### src/rtl/game_pkg.sv
// -----------------------------------------------------------------------------
// game_pkg
// Shared types and constants for the player movement logic.
//   dir_t          : facing / request direction (UP=0, DOWN=1, LEFT=2, RIGHT=3)
//   mover_state_t  : player_mover FSM states (IDLE, HOP)
//   SCREEN_W_PX/H  : default playfield size in pixels
//   REPEAT_CNT_W   : width of the auto-repeat frame counter
//   pick_dir       : resolves a multi-bit request vector to one direction
// -----------------------------------------------------------------------------
package game_pkg;

    typedef enum logic [1:0] {
        UP    = 2'd0,
        DOWN  = 2'd1,
        LEFT  = 2'd2,
        RIGHT = 2'd3
    } dir_t;

    typedef enum logic {
        IDLE = 1'b0,
        HOP  = 1'b1
    } mover_state_t;

    localparam int SCREEN_W_PX  = 640;
    localparam int SCREEN_H_PX  = 480;
    localparam int REPEAT_CNT_W = 8;

    // Request bit order is 0 left, 1 down, 2 up, 3 right; when several bits
    // are set the winner is up > down > left > right.
    function automatic dir_t pick_dir(input logic [3:0] req);
        if (req[2])      return UP;
        else if (req[1]) return DOWN;
        else if (req[0]) return LEFT;
        else             return RIGHT;
    endfunction

endpackage

### src/rtl/repeat_timer.sv
// -----------------------------------------------------------------------------
// repeat_timer
// Auto-repeat generator for a held direction key. While exactly one dir_level
// bit is held it emits a one-cycle pulse on that bit REPEAT_DELAY frame ticks
// after the press, then every REPEAT_RATE frame ticks.
// Only instantiated by player_mover when PLAYER_MOVER_REPEAT_EN is defined.
// Ports:
//   clk, reset   : clock, synchronous active-high reset (also used for respawn)
//   enable       : counting is held in restart while low
//   frame_tick   : one-cycle pulse per video frame
//   dir_level[4] : debounced held levels
//   rep_tick[4]  : registered repeat pulses, same bit order as dir_level
// -----------------------------------------------------------------------------
module repeat_timer
    import game_pkg::*;
#(
    parameter int REPEAT_DELAY = 12,
    parameter int REPEAT_RATE  = 6
) (
    input  logic       clk,
    input  logic       reset,
    input  logic       enable,
    input  logic       frame_tick,
    input  logic [3:0] dir_level,
    output logic [3:0] rep_tick
);

    logic [3:0]              prev_level;
    logic [REPEAT_CNT_W-1:0] cnt;
    logic [REPEAT_CNT_W-1:0] limit;
    logic                    repeating;

    // First pulse waits the long delay, later pulses use the short rate.
    assign limit = repeating ? REPEAT_CNT_W'(REPEAT_RATE) : REPEAT_CNT_W'(REPEAT_DELAY);

    // Any change of the held keys, a chord, or a disable restarts the count.
    always_ff @(posedge clk) begin
        if (reset) begin
            prev_level <= 4'b0000;
            cnt        <= '0;
            repeating  <= 1'b0;
            rep_tick   <= 4'b0000;
        end else begin
            prev_level <= dir_level;
            rep_tick   <= 4'b0000;
            if (!enable || (dir_level != prev_level) || !$onehot(dir_level)) begin
                cnt       <= '0;
                repeating <= 1'b0;
            end else if (frame_tick) begin
                if ((cnt + 1'b1) == limit) begin
                    rep_tick  <= dir_level;
                    cnt       <= '0;
                    repeating <= 1'b1;
                end else begin
                    cnt <= cnt + 1'b1;
                end
            end
        end
    end

endmodule

### src/rtl/player_mover.sv
// -----------------------------------------------------------------------------
// player_mover
// Grid-hop movement controller for the player sprite. Direction pulses start
// cell-sized hops that advance STEP_PX pixels per frame_tick; one further
// request may be buffered during a hop and is taken at landing.
// Optional feature macro: PLAYER_MOVER_REPEAT_EN (auto-repeat from dir_level).
// Ports:
//   clk, reset        : clock, synchronous active-high reset
//   enable            : high while the game is PLAYING
//   frame_tick        : one-cycle pulse per video frame
//   dir_tick[4]       : press pulses (0 left, 1 down, 2 up, 3 right)
//   dir_level[4]      : held levels, same order (used only with auto-repeat)
//   init_x, init_y    : spawn position
//   respawn           : return to spawn, overrides everything else
//   pos_x, pos_y      : current top-left pixel position
//   direction[2]      : facing, UP=0 DOWN=1 LEFT=2 RIGHT=3
//   moving            : high while hopping
//   hop_done          : one-cycle pulse after a hop lands
//   reached_end       : settled on the goal row
// -----------------------------------------------------------------------------
module player_mover
    import game_pkg::*;
#(
    parameter int COORD_W      = 10,
    parameter int CELL         = 32,
    parameter int STEP_PX      = 4,
    parameter int SCREEN_W     = SCREEN_W_PX,
    parameter int SCREEN_H     = SCREEN_H_PX,
    parameter int GOAL_Y       = 15,
    parameter int REPEAT_DELAY = 12,
    parameter int REPEAT_RATE  = 6
) (
    input  logic               clk,
    input  logic               reset,
    input  logic               enable,
    input  logic               frame_tick,
    input  logic [3:0]         dir_tick,
    input  logic [3:0]         dir_level,
    input  logic [COORD_W-1:0] init_x,
    input  logic [COORD_W-1:0] init_y,
    input  logic               respawn,
    output logic [COORD_W-1:0] pos_x,
    output logic [COORD_W-1:0] pos_y,
    output logic [1:0]         direction,
    output logic               moving,
    output logic               hop_done,
    output logic               reached_end
);

    if ((CELL % STEP_PX) != 0) begin : g_bad_step
        $error("player_mover: CELL must be a multiple of STEP_PX");
    end
    if ((REPEAT_DELAY < 1) || (REPEAT_RATE < 1)) begin : g_bad_repeat
        $error("player_mover: repeat timing must be at least one frame");
    end

    localparam logic [COORD_W-1:0] CELL_C  = COORD_W'(CELL);
    localparam logic [COORD_W-1:0] STEP_C  = COORD_W'(STEP_PX);
    localparam logic [COORD_W-1:0] GOAL_C  = COORD_W'(GOAL_Y);
    localparam logic [COORD_W:0]   CELL_X  = (COORD_W+1)'(CELL);
    localparam logic [COORD_W:0]   CELL2_X = (COORD_W+1)'(2 * CELL);
    localparam logic [COORD_W:0]   SCR_W_X = (COORD_W+1)'(SCREEN_W);
    localparam logic [COORD_W:0]   SCR_H_X = (COORD_W+1)'(SCREEN_H);

    mover_state_t       state;
    dir_t               dir_q;
    dir_t               buf_dir;
    logic               buf_valid;
    logic [COORD_W-1:0] tgt_x;
    logic [COORD_W-1:0] tgt_y;

    logic [3:0]         req_raw;
    logic [3:0]         req_vec;
    logic               has_req;
    dir_t               eval_dir;
    logic               eval_legal;
    logic [COORD_W-1:0] nx;
    logic [COORD_W-1:0] ny;
    logic [COORD_W:0]   ext_x;
    logic [COORD_W:0]   ext_y;
    logic               at_target;

`ifdef PLAYER_MOVER_REPEAT_EN
    logic [3:0] rep_tick;

    repeat_timer #(
        .REPEAT_DELAY (REPEAT_DELAY),
        .REPEAT_RATE  (REPEAT_RATE)
    ) u_repeat (
        .clk        (clk),
        .reset      (reset || respawn),
        .enable     (enable),
        .frame_tick (frame_tick),
        .dir_level  (dir_level),
        .rep_tick   (rep_tick)
    );

    assign req_raw = dir_tick | rep_tick;
`else
    logic unused_level;
    assign unused_level = ^dir_level;
    assign req_raw      = dir_tick;
`endif

    assign req_vec   = enable ? req_raw : 4'b0000;
    assign has_req   = |req_vec;
    assign ext_x     = {1'b0, pos_x};
    assign ext_y     = {1'b0, pos_y};
    assign at_target = (pos_x == tgt_x) && (pos_y == tgt_y);
    assign direction = dir_q;

    // The move under consideration is a fresh request if there is one,
    // otherwise the buffered one; legality is judged from the current
    // position at one extra bit so edge sums cannot wrap.
    always_comb begin
        eval_dir   = has_req ? pick_dir(req_vec) : buf_dir;
        eval_legal = 1'b0;
        nx         = pos_x;
        ny         = pos_y;
        case (eval_dir)
            UP: begin
                eval_legal = (ext_y >= CELL_X);
                ny         = pos_y - CELL_C;
            end
            DOWN: begin
                eval_legal = ((ext_y + CELL2_X) <= SCR_H_X);
                ny         = pos_y + CELL_C;
            end
            LEFT: begin
                eval_legal = (ext_x >= CELL_X);
                nx         = pos_x - CELL_C;
            end
            RIGHT: begin
                eval_legal = ((ext_x + CELL2_X) <= SCR_W_X);
                nx         = pos_x + CELL_C;
            end
            default: ;
        endcase
    end

    // Landing is recognised the cycle after the last step puts pos on the
    // target, so a buffered hop chains without ever passing through IDLE.
    always_ff @(posedge clk) begin
        if (reset || respawn) begin
            state       <= IDLE;
            pos_x       <= init_x;
            pos_y       <= init_y;
            tgt_x       <= init_x;
            tgt_y       <= init_y;
            dir_q       <= UP;
            buf_dir     <= UP;
            buf_valid   <= 1'b0;
            moving      <= 1'b0;
            hop_done    <= 1'b0;
            reached_end <= 1'b0;
        end else begin
            hop_done <= 1'b0;
            case (state)
                IDLE: begin
                    buf_valid   <= 1'b0;
                    reached_end <= (pos_y <= GOAL_C);
                    if (has_req) begin
                        dir_q <= eval_dir;
                        if (eval_legal) begin
                            tgt_x       <= nx;
                            tgt_y       <= ny;
                            state       <= HOP;
                            moving      <= 1'b1;
                            reached_end <= 1'b0;
                        end
                    end
                end
                HOP: begin
                    reached_end <= 1'b0;
                    if (at_target) begin
                        hop_done  <= 1'b1;
                        buf_valid <= 1'b0;
                        if (has_req || (enable && buf_valid)) begin
                            dir_q <= eval_dir;
                            if (eval_legal) begin
                                tgt_x <= nx;
                                tgt_y <= ny;
                            end else begin
                                state  <= IDLE;
                                moving <= 1'b0;
                            end
                        end else begin
                            state  <= IDLE;
                            moving <= 1'b0;
                        end
                    end else begin
                        if (frame_tick) begin
                            if (pos_x != tgt_x)
                                pos_x <= (pos_x < tgt_x) ? pos_x + STEP_C : pos_x - STEP_C;
                            else
                                pos_y <= (pos_y < tgt_y) ? pos_y + STEP_C : pos_y - STEP_C;
                        end
                        if (!enable) begin
                            buf_valid <= 1'b0;
                        end else if (has_req) begin
                            buf_valid <= 1'b1;
                            buf_dir   <= eval_dir;
                        end
                    end
                end
                default: state <= IDLE;
            endcase
        end
    end

endmodule

### config.mk
export PLATFORM = sky130hd
export DESIGN_NAME = player_mover
export DESIGN_NICKNAME = d
export VERILOG_FILES = /design/src/rtl/game_pkg.sv /design/src/rtl/repeat_timer.sv /design/src/rtl/player_mover.sv
export SDC_FILE = /design/constraint.sdc
export NUM_CORES = 1
export LEC_CHECK = 0
export ABC_AREA = 1
export BUFFER_PORTS_ARGS = -buffer_cell sky130_fd_sc_hd__buf_2
export CAP_MARGIN = 20
export CORE_MARGIN = 5
export CORE_UTILIZATION = 58
export DETAILED_ROUTE_END_ITERATION = 8
export PLACE_DENSITY = 0.81
export SLEW_MARGIN = 20
export SYNTH_ARGS = -nofsm -noshare
export SYNTH_HDL_FRONTEND = slang
export SYNTH_SLANG_ARGS = --single-unit
### constraint.sdc
create_clock -name clk -period 3.95 [get_ports clk]
set_input_delay 0.79 -clock clk [delete_from_list [all_inputs] [get_ports clk]]
set_output_delay 0.79 -clock clk [all_outputs]
set_load 0.03 [all_outputs]
==> results of run 1 <==
-- registers in the layout, summed over array words and instances, names as in the netlist --
signal and count:
state 1, hop_done 1, moving 1, tgt_x 10, pos_y 10, tgt_y 10, pos_x 10, reached_end 1
direction 2, buf_dir 2, buf_valid 1
-- worst register-to-register path, delay by kind of cell, from the launching register on --
kind / cells / cell delay (ps)
xor+xnor: 1 / 180
compound gates: 3 / 440
fa+ha+maj: 2 / 750
flops: 1 / 610
simple gates: 8 / 1060
-- per-stage QoR --
step | worst slack [ps] | hold slack (ps) | util, %
6_report | 649 | 514 | 68.0
5_1_grt | 398 | 574 | 68.0
4_1_cts | 672 | 522 | 68.0
3_5_place_dp | 699 | 504 | 66.2
3_3_place_gp | 800 | 493 | 66.2
2_1_floorplan | 957 | 477 | -
-- cells in the mapped netlist (all sizes together) --
cell	instances	area, sq um
nand2	111	434
inv	78	293
o21ai	39	195
nor2	45	198
nor3	3	20.0
o31ai	1	7.51
a21oi	31	155
o21a	1	7.51
xor2	13	114
edfxtp	40	1200
o211ai	5	37.5
xnor2	2	17.5
fa	2	40.0
dfxtp	9	180
ha	47	588
clkbuf	5	20.0
o221ai	2	17.5
o21bai	5	37.5
buf	5	26.3
or2	1	6.26
a31oi	1	6.26
clkinv	1	3.75
o22ai	4	25.0
nand4	7	43.8
nand3	37	213
-- logic make-up (layout without fill, tap and decap cells) --
kind of cell | after synthesis | in the layout | synth area share (%)
flip-flops | 49 | 49 | 35.5
adder cells (fa/ha/maj) | 49 | 49 | 16.2
buffers and inverters | 89 | 146 | 8.82
XOR/XNOR | 15 | 15 | 3.38
AND/OR/NAND/NOR | 204 | 204 | 23.5
AO/OA/AOI/OAI | 89 | 89 | 12.6
-- cell type report --
class | count | share of cell area, %
flip-flops and latches | 49 | 31.6
repair buffers | 59 | 7.11
clock inverters | 3 | 1.06
clock buffers | 5 | 1.58
inverters | 79 | 6.79
well taps | 77 | 2.21
multi-input cells | 357 | 49.6
-- worst min path at each step --
stage,startpoint,to,slack [ps]
after floorplan,buf_dir[1]$_SDFFE_PN0P_,buf_dir[1]$_SDFFE_PN0P_,480
after global placement,moving$_SDFFE_PN0P_,moving$_SDFFE_PN0P_,490
after detailed placement,buf_dir[1]$_SDFFE_PN0P_,buf_dir[1]$_SDFFE_PN0P_,500
after CTS,moving$_SDFFE_PN0P_,moving$_SDFFE_PN0P_,520
after global routing,moving$_SDFFE_PN0P_,moving$_SDFFE_PN0P_,570
final,moving$_SDFFE_PN0P_,moving$_SDFFE_PN0P_,510
-- cell usage in the layout (no fill, tap or decap), types with 3 or more instances in the layout --
cell type                  netlist  layout
sky130_fd_sc_hd__buf_4           1       6
sky130_fd_sc_hd__nand3_1        33      33
sky130_fd_sc_hd__nand2_1       108     108
sky130_fd_sc_hd__inv_1          76      76
sky130_fd_sc_hd__nand3_2         3       3
sky130_fd_sc_hd__o21ai_0        37      37
sky130_fd_sc_hd__o21bai_1        5       5
sky130_fd_sc_hd__xor2_1         13      13
sky130_fd_sc_hd__nor2_1         41      40
sky130_fd_sc_hd__dfxtp_1         9       9
sky130_fd_sc_hd__ha_1           47      47
sky130_fd_sc_hd__clkbuf_8        0       5
sky130_fd_sc_hd__edfxtp_1       40      40
sky130_fd_sc_hd__o211ai_1        5       5
sky130_fd_sc_hd__a21oi_1        31      31
sky130_fd_sc_hd__buf_2           3      53
sky130_fd_sc_hd__o22ai_1         4       4
sky130_fd_sc_hd__nand4_1         7       7
sky130_fd_sc_hd__nor2_2          2       3
-- layer usage --
metal	track usage, %	share of wire, %	vias to the layer above
li1	-	-	1755
met1	28.4	44	1575
met2	37.5	47	126
met3	4.26	6.8	15
met4	6.93	1.5	0
met5	0	0	-
-- power by group through the flow --
stage	logic, uW	registers [uW]	clock network, uW
after floorplan	710	796	0
after global placement	971	737	0
after detailed placement	1010	741	0
after CTS	1020	729	380
after global routing	1180	741	399
final	1030	732	370
==> summary.txt, run 1 <==
Synth
  – Summed instance area of the synthesized netlist: slightly below 4000 sq um
  – Number of distinct library cells after synthesis: 38
  – Post-Syn Nets: approximately 580
  – Yosys warns: 0
  – Synthesized instance count: 495
  – Sequential element share of the synthesized area: between 30% and 40%
  – Yosys reg bits: 49
  – Synth Area per Inst: 7.85 sq um

Run
  – Max cap viols: 0

Critical path
  – Critical path type: reg2reg
  – Launching point of the worst reg2reg path: pos_x[7]$_DFFE_PP_
  – Kind of end point of the critical path: register
  – Total stage count of the critical path: 14
  – Endpoint of the worst setup timing path: pos_x[7]$_DFFE_PP_
  – R2R setup slack: about 650 ps
  – Startpoint types: register
  – Maximum fanout along the worst path: 11
  – Worst-path cell with the longest stage delay: sky130_fd_sc_hd__edfxtp_1
  – FF-to-FF End: pos_x[7]$_DFFE_PP_
  – Cell class contributing the biggest share of worst-path delay: simple AND/OR/NAND/NOR gates
  – Register-to-Register Path Depth: 14
  – Count of buffering cells on the critical path with inverters included: 0
  – Crit path top cell by count: sky130_fd_sc_hd__nand2_1
  – Cell-by-cell listing of the critical path: ha_1 -> nand2_1 -> or2_2 -> nand3_1 -> nand2_1 -> nand2_1 -> ha_1 -> a21oi_1 -> nand2_1 -> nand2_1 -> nand2_1 -> a21oi_1 -> xor2_1 -> o21ai_0
  – Worst setup path start: pos_x[7]$_DFFE_PP_
  – Delay of the slowest cell on the worst path: 610 ps
  – Arr. time, crit path: between 3000 and 4000 ps
  – Critical Path RT: 3990 ps

Power
  – Switching Fraction: 43.3%
  – Int Pwr: 1210 uW
  – VDD IR max: just under 0.2 mV
  – Power per unit of standard cell area: 489 nW/um^2
  – Post-route total power: 2140 uW
  – Portion of total power attributed to sequential cells: 34.3%
  – Leakage power total: 0.00219 uW
  – Fraction of power consumed by combinational cells: 48.4%
  – Switching Power: between 900 and 1000 uW
  – Clock power share: between 10% and 20%

Placement
  – Port Buffers: 53
  – Dpl cell area: 4250 sq um
  – Final weighted congestion of routability-driven global placement: ~0.84
  – Number of cells in the design after placement: 621
  – Post-DP HPWL: 6780 um

Finish
  – Antenna Cells: 0
  – Final Non-Filler Cells: roughly 630
  – Layout overhead on the synthesized area: 12.3%
  – Area of the multi-input gates: roughly 2200 sq um
  – Ratio of cells with drive above 1 in the final layout: 15.0%
  – Final net count: 633
  – Final std cell area, no fill: roughly 4400 sq um
  – Seq. cell area: 1380 sq um
  – Filler cell count: around 530

Clock network
  – Worst-skew pair later-pin latency: 310 ps
  – CTS H-tree lvls: 2
  – Number of gates resized after cts: 0
  – TritonCTS clock tree: yes
  – Num CTS Buffers: 5
  – Cts-stage hold buffer count: 0
  – Clock root buffer: sky130_fd_sc_hd__clkbuf_8
  – Clock-pin slew reported for the worst setup and hold paths after clock tree synthesis: around 100 ps
  – Total number of clock tree sinks: 49
  – CTS Buffer Depth: 2
  – Post CTS Setup Buffer Count: 0

Floorplanning
  – Number of top-level pins: a little under 60
  – Die height: 91.9 um
  – Total Die Area: 8440 sq um
  – Cell Rows: 29
  – Floorplan die width: 91.9 um
  – Core region area: 6420 sq um
  – Effective utilization at floorplan: approximately 60%

Worst hold path
  – Worst hold stages: 4
  – Worst hold path type: reg2reg

Run status
  – Run status: finished, final reports clean

STA
  – Actual slew at the worst max-slew pin: 648 ps
  – RSZ-0062 raised after global routing: false
  – Setup TNS: 0 ps
  – Number of failing hold endpoints at the final stage: 0
  – Period utilisation layout: 83.6%
  – Clock tree skew after final layout: between 8 and 9 ps
  – Clock period minus worst slack: 3300 ps
  – Maximum frequency from static timing analysis: 0.303 GHz
  – Final slew viol count: 0
  – Setup violators final: 0
  – Headroom to the max-slew limit: a little under three fifths

Global route
  – First-pass GRT wire length: 15200 um
  – Combined global-route utilization of all metal layers: 22.1%
  – Vias in the first global route: 3334
  – Total gr overflow: 0
  – Number of antenna violations at the first check in global routing: 0
  – Pin count of the biggest net entering global routing: 39

Route
  – DRC viols: 0
  – Remaining number of nets flagged by the antenna check after routing: 0
  – Iteration-0 DRC Markers: 304
  – Pre-Repair DR Iteration Count: 5
  – Total length of routed wires: around 9000 um
  – Total number of vias: ~3500
  – Wire per inst: 14.6 um
  – Via density per instance: 5.52
No activity file was read; power rests on OpenSTA's default activity.
==> run 2: changes to the inputs <==
Settings changed: ABC_AREA 1 to 0, CORE_UTILIZATION 58 to 52, PLACE_DENSITY 0.81 to 0.77.
Clock period 3.95 ns to 2.7 ns, I/O delays scaled along.
==> run 2 against run 1 <==
Effect of this change: non-clock buffer count up 69; combinational power rose to 2.5 times the previous value; count of clock-buffer cells in the layout up 3; critical path type unchanged; setup slack worse by 950 ps; the flow now finishes with violations (negative setup slack); synthesized cell count down 16%.
==> summary.txt, run 2 <==
Synth
  – Synth Area per Inst: approximately 9 sq um
  – Proportion of register bits with asynchronous set or reset after synthesis: 0%
  – Library cell with the largest summed area after synthesis: sky130_fd_sc_hd__edfxtp_1
  – Post-Syn Nets: 496
  – Yosys warns: 0
  – Most common cell in the netlist: sky130_fd_sc_hd__nand2_1
  – Number of distinct library cells after synthesis: 48
  – Top-area cell type share of the netlist area: 32.0%
  – Yosys reg bits: 49
  – Summed instance area of the synthesized netlist: about 3800 sq um
  – Sequential element share of the synthesized area: 36.8%
  – Post-synth EDFFs: 40
  – Synthesized instance count: 414
  – Main synth FF type: sky130_fd_sc_hd__edfxtp_1
  – Top cells by instance count after synthesis: sky130_fd_sc_hd__nand2_1, sky130_fd_sc_hd__ha_1, sky130_fd_sc_hd__edfxtp_1, sky130_fd_sc_hd__inv_1, sky130_fd_sc_hd__o21ai_0
  – Top cells by area, synth: sky130_fd_sc_hd__edfxtp_1, sky130_fd_sc_hd__ha_1, sky130_fd_sc_hd__dfxtp_1, sky130_fd_sc_hd__o21ai_0, sky130_fd_sc_hd__nand2_1

Finish
  – Final net count: 620
  – Filler cell count: approximately 580
  – Final Non-Filler Cells: 638
  – Most common cell after layout, fill and taps aside: sky130_fd_sc_hd__buf_4
  – Ratio of cells with drive above 1 in the final layout: 33.2%
  – Layout overhead on the synthesized area: 35.0%
  – Final std cell area, no fill: 5070 sq um
  – Leading cell types in the layout, fill and taps excluded: sky130_fd_sc_hd__buf_4, sky130_fd_sc_hd__buf_2, sky130_fd_sc_hd__nand2_1
  – Antenna Cells: 0

Power
  – VDD IR max: 0.643 mV
  – Portion of total power attributed to sequential cells: 24.7%
  – Int Pwr: 2430 uW
  – Switching Fraction: 40.3%
  – Leakage power total: 0.00229 uW
  – Clock power share: 11.3%
  – Power per unit of standard cell area: 801 nW/um^2
  – Fraction of power consumed by combinational cells: between 60% and 70%
  – Switching Power: about 1600 uW
  – Post-route total power: 4070 uW

Floorplanning
  – Floorplan die width: 95.0 um
  – Effective utilization at floorplan: between 50% and 60%
  – Core region area: 7140 sq um
  – Die height: 95.0 um
  – Total Die Area: 9030 sq um
  – Cell Rows: 31
  – Number of top-level pins: 58

STA
  – RSZ-0062 raised after global routing: true
  – Clock tree skew after final layout: between 10 and 15 ps
  – Maximum frequency from static timing analysis: 0.333 GHz
  – Setup violators final: 7
  – Actual slew at the worst max-slew pin: 589 ps
  – Headroom to the max-slew limit: 60.8%
  – Final slew viol count: 0
  – Worst Setup Slack, final: -301 ps
  – Clock period minus worst slack: roughly 3000 ps
  – Number of failing hold endpoints at the final stage: 0
  – Period utilisation layout: 111%

Global route
  – Met2 usage: 43.5%
  – Combined global-route utilization of all metal layers: ~23%
  – Met1 usage: approximately 24%
  – Met3 usage: 4.26%
  – First-pass GRT wire length: 15900 um
  – Most used routing layer in global routing: met2
  – Number of antenna violations at the first check in global routing: 0
  – Vias in the first global route: 3552
  – Total gr overflow: 0
  – Pin count of the biggest net entering global routing: 28

Critical path
  – Arr. time, crit path: 3150 ps
  – Endpoint of the worst setup timing path: pos_y[9]$_DFFE_PP_
  – Cell-by-cell listing of the critical path: ha_4 -> a211o_1 -> a21boi_2 -> nand3_2 -> and2_4 -> ha_4 -> a21oi_2 -> o21ai_1 -> o211ai_1 -> a211o_1 -> or4_1 -> o211ai_1
  – Register-to-Register Path Depth: 12
  – Worst setup path start: pos_y[5]$_DFFE_PP_
  – Worst-path cell with the longest stage delay: sky130_fd_sc_hd__edfxtp_1
  – R2R setup slack: -300 ps
  – Critical Path RT: 2850 ps
  – FF-to-FF End: pos_y[9]$_DFFE_PP_
  – Maximum fanout along the worst path: 6
  – Critical path type: reg2reg
  – Startpoint types: register
  – Kind of end point of the critical path: register
  – Delay of the slowest cell on the worst path: 450 ps
  – Launching point of the worst reg2reg path: pos_y[5]$_DFFE_PP_

Route
  – DRC viols: 0
  – Total length of routed wires: between 10000 and 15000 um
  – Remaining number of nets flagged by the antenna check after routing: 0
  – Wire per inst: 16.4 um
  – Iteration-0 DRC Markers: about 230
  – Total number of vias: about 3500
  – Via density per instance: 5.55
  – Pre-Repair DR Iteration Count: 4

Clock network
  – Cts-stage hold buffer count: 0
  – Num CTS Buffers: 5
  – CTS Buffer Depth: 2
  – TritonCTS clock tree: yes
  – CTS H-tree lvls: 2
  – Total number of clock tree sinks: 49
  – Clock root buffer: sky130_fd_sc_hd__clkbuf_8
  – Clock-pin slew reported for the worst setup and hold paths after clock tree synthesis: ~100 ps
  – Worst-skew pair later-pin latency: 310 ps

Placement
  – Final weighted congestion of routability-driven global placement: 0.883
  – Post-DP HPWL: approximately 7500 um
  – Number of cells in the design after placement: 618
  – Worst setup slack before clock tree synthesis: -589 ps
  – Port Buffers: 53
  – Dpl cell area: 4690 sq um

Worst hold path
  – Worst hold path type: reg2reg

Run
  – Max cap viols: 0

Run status
  – Run status: complete, but fails checks
  – Failing checks: negative setup slack
run 2: critical path, delay by kind of cell (launching register included):
kind,cells,cell delay [ps]
AO/OA/AOI/OAI,7,1160
AND/OR/NAND/NOR,3,720
adder cells (fa/ha/maj),2,510
flip-flops,1,450
run 2: kinds of logic (layout without fill, tap and decap cells):
logic type	after synthesis	after routing	synth area share [%]
multiplexers	2	2	0.533
AO/OA/AOI/OAI	117	117	19.8
AND/OR/NAND/NOR	124	124	16.0
flip-flops	49	49	36.8
buffers and inverters	51	176	5.09
XOR/XNOR	22	22	5.13
adder cells (fa/ha/maj)	49	49	16.7
run 2: worst min-delay path by stage:
stage / cells past startpoint / startpoint / to
final: 2 / direction[0]$_SDFFE_PN0P_ / direction[0]$_SDFFE_PN0P_
after global routing: 2 / direction[0]$_SDFFE_PN0P_ / direction[0]$_SDFFE_PN0P_
after CTS: 2 / direction[0]$_SDFFE_PN0P_ / direction[0]$_SDFFE_PN0P_
after detailed placement: 2 / direction[1]$_SDFFE_PN0P_ / direction[1]$_SDFFE_PN0P_
after global placement: 2 / direction[1]$_SDFFE_PN0P_ / direction[1]$_SDFFE_PN0P_
after floorplan: 2 / buf_dir[0]$_SDFFE_PN0P_ / buf_dir[0]$_SDFFE_PN0P_
run 2: metrics by stage:
step | hold slack [ps] | TNS (ps) | utilization (%)
2_1_floorplan | 462 | -1920 | -
6_report | 465 | -1140 | 71.1
5_1_grt | 481 | -2360 | 71.1
3_3_place_gp | 447 | -989 | 65.7
3_5_place_dp | 449 | -1540 | 65.7
4_1_cts | 464 | -834 | 67.8
run 2: layout make-up:
class                      instances  area (sq um)  share of cell area, %
multi-input combinational        314          2430                   47.9
sequential                        49          1380                   27.2
timing repair buffer             128           900                   17.7
inverter                          40           150                   2.96
tap                               99           124                   2.44
clock buffer                       8          90.1                   1.78
run 2: per-layer routing:
metal	vias to the layer above	wire [um]
li1	1743	-
met1	1676	4160
met2	103	5590
met3	17	529
met4	0	196
met5	-	0
run 2: power by group through the flow:
| stage | Combinational, uW | Clock (uW) | Sequential (uW) |
|---|---|---|---|
| floorplan | 1250 | 0 | 1200 |
| finish | 2600 | 460 | 1000 |
| CTS | 2400 | 461 | 999 |
| detailed placement | 2300 | 0 | 1010 |
| global route | 2840 | 496 | 1010 |
| global placement | 2190 | 0 | 1010 |
run 2: timing repair:
item | 4_1_cts | 5_1_grt
buffers inserted | 2 | 7
gates resized for setup | 12 | 18
gates cloned | 0 | 3
endpoints found under the setup margin | 7 | 29
pin swaps | 14 | 15
==> run 3: changes to the inputs <==
--- a/config.mk
+++ b/config.mk
@@ -7,4 +7,5 @@
 export LEC_CHECK = 0
 export ABC_AREA = 0
+export ABC_CLOCK_PERIOD_IN_PS = 2700
 export BUFFER_PORTS_ARGS = -buffer_cell sky130_fd_sc_hd__buf_2
 export CAP_MARGIN = 20
==> constraint.sdc (replaced) <==
create_clock -name clk -period 2.7 [get_ports clk]
set_input_delay 0.27 -clock clk [delete_from_list [all_inputs] [get_ports clk]]
set_output_delay 0.27 -clock clk [all_outputs]
set_load 0.03 [all_outputs]
==> run 3 against run 2 <==
Effect of this change: the run still ends with negative setup slack left; non-clock buffer count is 4 higher; register-to-register slack hardly changed; core utilization is 0.82 points higher; first-iteration DRC count is 44% lower; via count is 1.5% higher; power is 3.2% higher; die area stayed put; clock skew is 1.7 ps lower; routed wire length is 2.6% higher; largest power group unchanged.
==> summary.txt, run 3 (synthesis gave the netlist of run 2 again) <==
Placement
  – Final weighted congestion of routability-driven global placement: 0.929
  – Worst setup slack before clock tree synthesis: -366 ps
  – Dpl cell area: 4670 sq um
  – Port Buffers: 53
  – Post-DP HPWL: 7560 um

Run
  – Max cap viols: 0

Power
  – VDD IR max: around 0.71 mV
  – Leakage power total: 0.00231 uW
  – Post-route total power: 4190 uW
  – Power per unit of standard cell area: 817 nW/um^2

Worst hold path
  – Worst min-delay path startpoint: init_y[4]
  – Worst hold path type: in2reg

Finish
  – Final std cell area, no fill: 5130 sq um
  – Leading cell types in the layout, fill and taps excluded: sky130_fd_sc_hd__buf_4, sky130_fd_sc_hd__buf_2, sky130_fd_sc_hd__nand2_1
  – Post-layout util: between 70% and 80%
  – Most common cell after layout, fill and taps aside: sky130_fd_sc_hd__buf_4
  – Layout overhead on the synthesized area: 36.6%
  – Ratio of cells with drive above 1 in the final layout: between 30% and 40%
  – Final net count: 624
  – Antenna Cells: 0

Critical path
  – Maximum fanout along the worst path: 6
  – Critical Path RT: 2860 ps
  – Launching point of the worst reg2reg path: pos_y[6]$_DFFE_PP_
  – Arr. time, crit path: between 3000 and 4000 ps
  – Startpoint types: register
  – Worst setup path start: pos_y[6]$_DFFE_PP_
  – Worst-path cell with the longest stage delay: sky130_fd_sc_hd__edfxtp_1
  – Kind of end point of the critical path: register
  – Cell-by-cell listing of the critical path: ha_1 -> o21a_1 -> a21boi_2 -> nand3_2 -> and2_4 -> ha_4 -> a21oi_2 -> o21ai_2 -> o211ai_1 -> a211o_1 -> or4_1 -> o211ai_1
  – Crit path top cell by count: sky130_fd_sc_hd__o211ai_1
  – Delay of the slowest cell on the worst path: 420 ps
  – Critical path type: reg2reg

Clock network
  – Worst-skew pair later-pin latency: 310 ps
  – TritonCTS clock tree: yes
  – CTS Buffer Depth: 2
  – Clock-pin slew reported for the worst setup and hold paths after clock tree synthesis: 90 ps
  – Clock root buffer: sky130_fd_sc_hd__clkbuf_8
  – Cts-stage hold buffer count: 0
  – Total number of clock tree sinks: 49
  – Num CTS Buffers: 5
  – CTS H-tree lvls: 2

Run status
  – Failing checks: negative setup slack
  – Run status: complete, but fails checks

Floorplanning
  – Number of top-level pins: 58
  – Core region area: 7140 sq um
  – Cell Rows: 31
  – Die height: 95.0 um
  – Floorplan die width: roughly 95 um
  – Total Die Area: between 9000 and 10000 sq um
  – Effective utilization at floorplan: a little over half

Global route
  – Pin count of the biggest net entering global routing: 26
  – Vias in the first global route: approximately 3800
  – Combined global-route utilization of all metal layers: 24.0%
  – First-pass GRT wire length: 17000 um
  – Total gr overflow: 0
  – Number of antenna violations at the first check in global routing: 0

Route
  – Via density per instance: ~5.6
  – Pre-Repair DR Iteration Count: 4
  – Wire per inst: 16.8 um
  – Total length of routed wires: between 10000 and 15000 um
  – DRC viols: 0
  – Total number of vias: around 3600
  – Remaining number of nets flagged by the antenna check after routing: 0
  – Iteration-0 DRC Markers: 130

STA
  – Actual slew at the worst max-slew pin: between 500 and 600 ps
  – Clock tree skew after final layout: 13.2 ps
  – Worst Setup Slack, final: -298 ps
  – Headroom to the max-slew limit: between 60% and 70%
  – Clock period minus worst slack: 3000 ps
  – Final slew viol count: 0
  – Setup violators final: 8
  – Maximum frequency from static timing analysis: ~0.33 GHz
  – Period utilisation layout: 111%
  – Number of failing hold endpoints at the final stage: 0
  – RSZ-0062 raised after global routing: true
-- run 3: changes by cell type in the layout (fill, tap and decap cells not counted), sizes merged --
| cell | before | now |
|---|---|---|
| buf | 126 | 130 |
| clkbuf | 10 | 8 |
| clkinv | 0 | 2 |
-- run 3: final cells by class --
cell class,count,area [sq um]
Multi-Input combinational cell,314,2450
Fill cell,586,2000
Sequential cell,49,1380
Timing Repair Buffer,132,937
Inverter,40,150
Tap cell,99,124
Clock buffer,6,82.6
Clock inverter,2,8.76
-- run 3: critical path: cells and delay by family (launching register included) --
kind | cells | cell delay (ps)
AO/OA/AOI/OAI | 7 | 1100
AND/OR/NAND/NOR | 3 | 700
adder cells (fa/ha/maj) | 2 | 610
flip-flops | 1 | 420
-- run 3: worst paths after layout --
path / end / slack (ps) / cells past startpoint
setup / recovery: pos_y[9]$_DFFE_PP_ / -300 / 12
hold / removal: tgt_y[4]$_DFFE_PP_ / 240 / 3
setup reg to reg: pos_y[9]$_DFFE_PP_ / -300 / 12
hold reg to reg: direction[0]$_SDFFE_PN0P_ / 480 / 2
-- run 3: timing repair --
item | 4_1_cts | 5_1_grt
pin swaps | 13 | 16
endpoints found under the setup margin | 8 | 29
gates cloned | 0 | 3
resized for setup | 21 | 18
buffers inserted | 11 | 5
-- run 3: stage by stage --
| step | hold slack (ps) | TNS, ps | cells |
|---|---|---|---|
| floorplan | 436 | -1920 | 414 |
| global placement | 448 | -722 | 616 |
| detailed placement | 451 | -1740 | 616 |
| CTS | 231 | -1200 | 634 |
| global route | 242 | -2350 | 642 |
| finish | 237 | -1270 | 642 |
-- run 3: routing by layer --
metal / GRT usage, % / share of wire [%]
met5: 0 / 0
met2: 45.4 / 53
met3: 4.42 / 4.9
met4: 9.38 / 2.8
met1: 26.3 / 39
-- run 3: power by group --
part,internal [uW],switching (uW)
sequential,946,54.0
clock,204,257
combinational,1360,1380
total,2510,1690
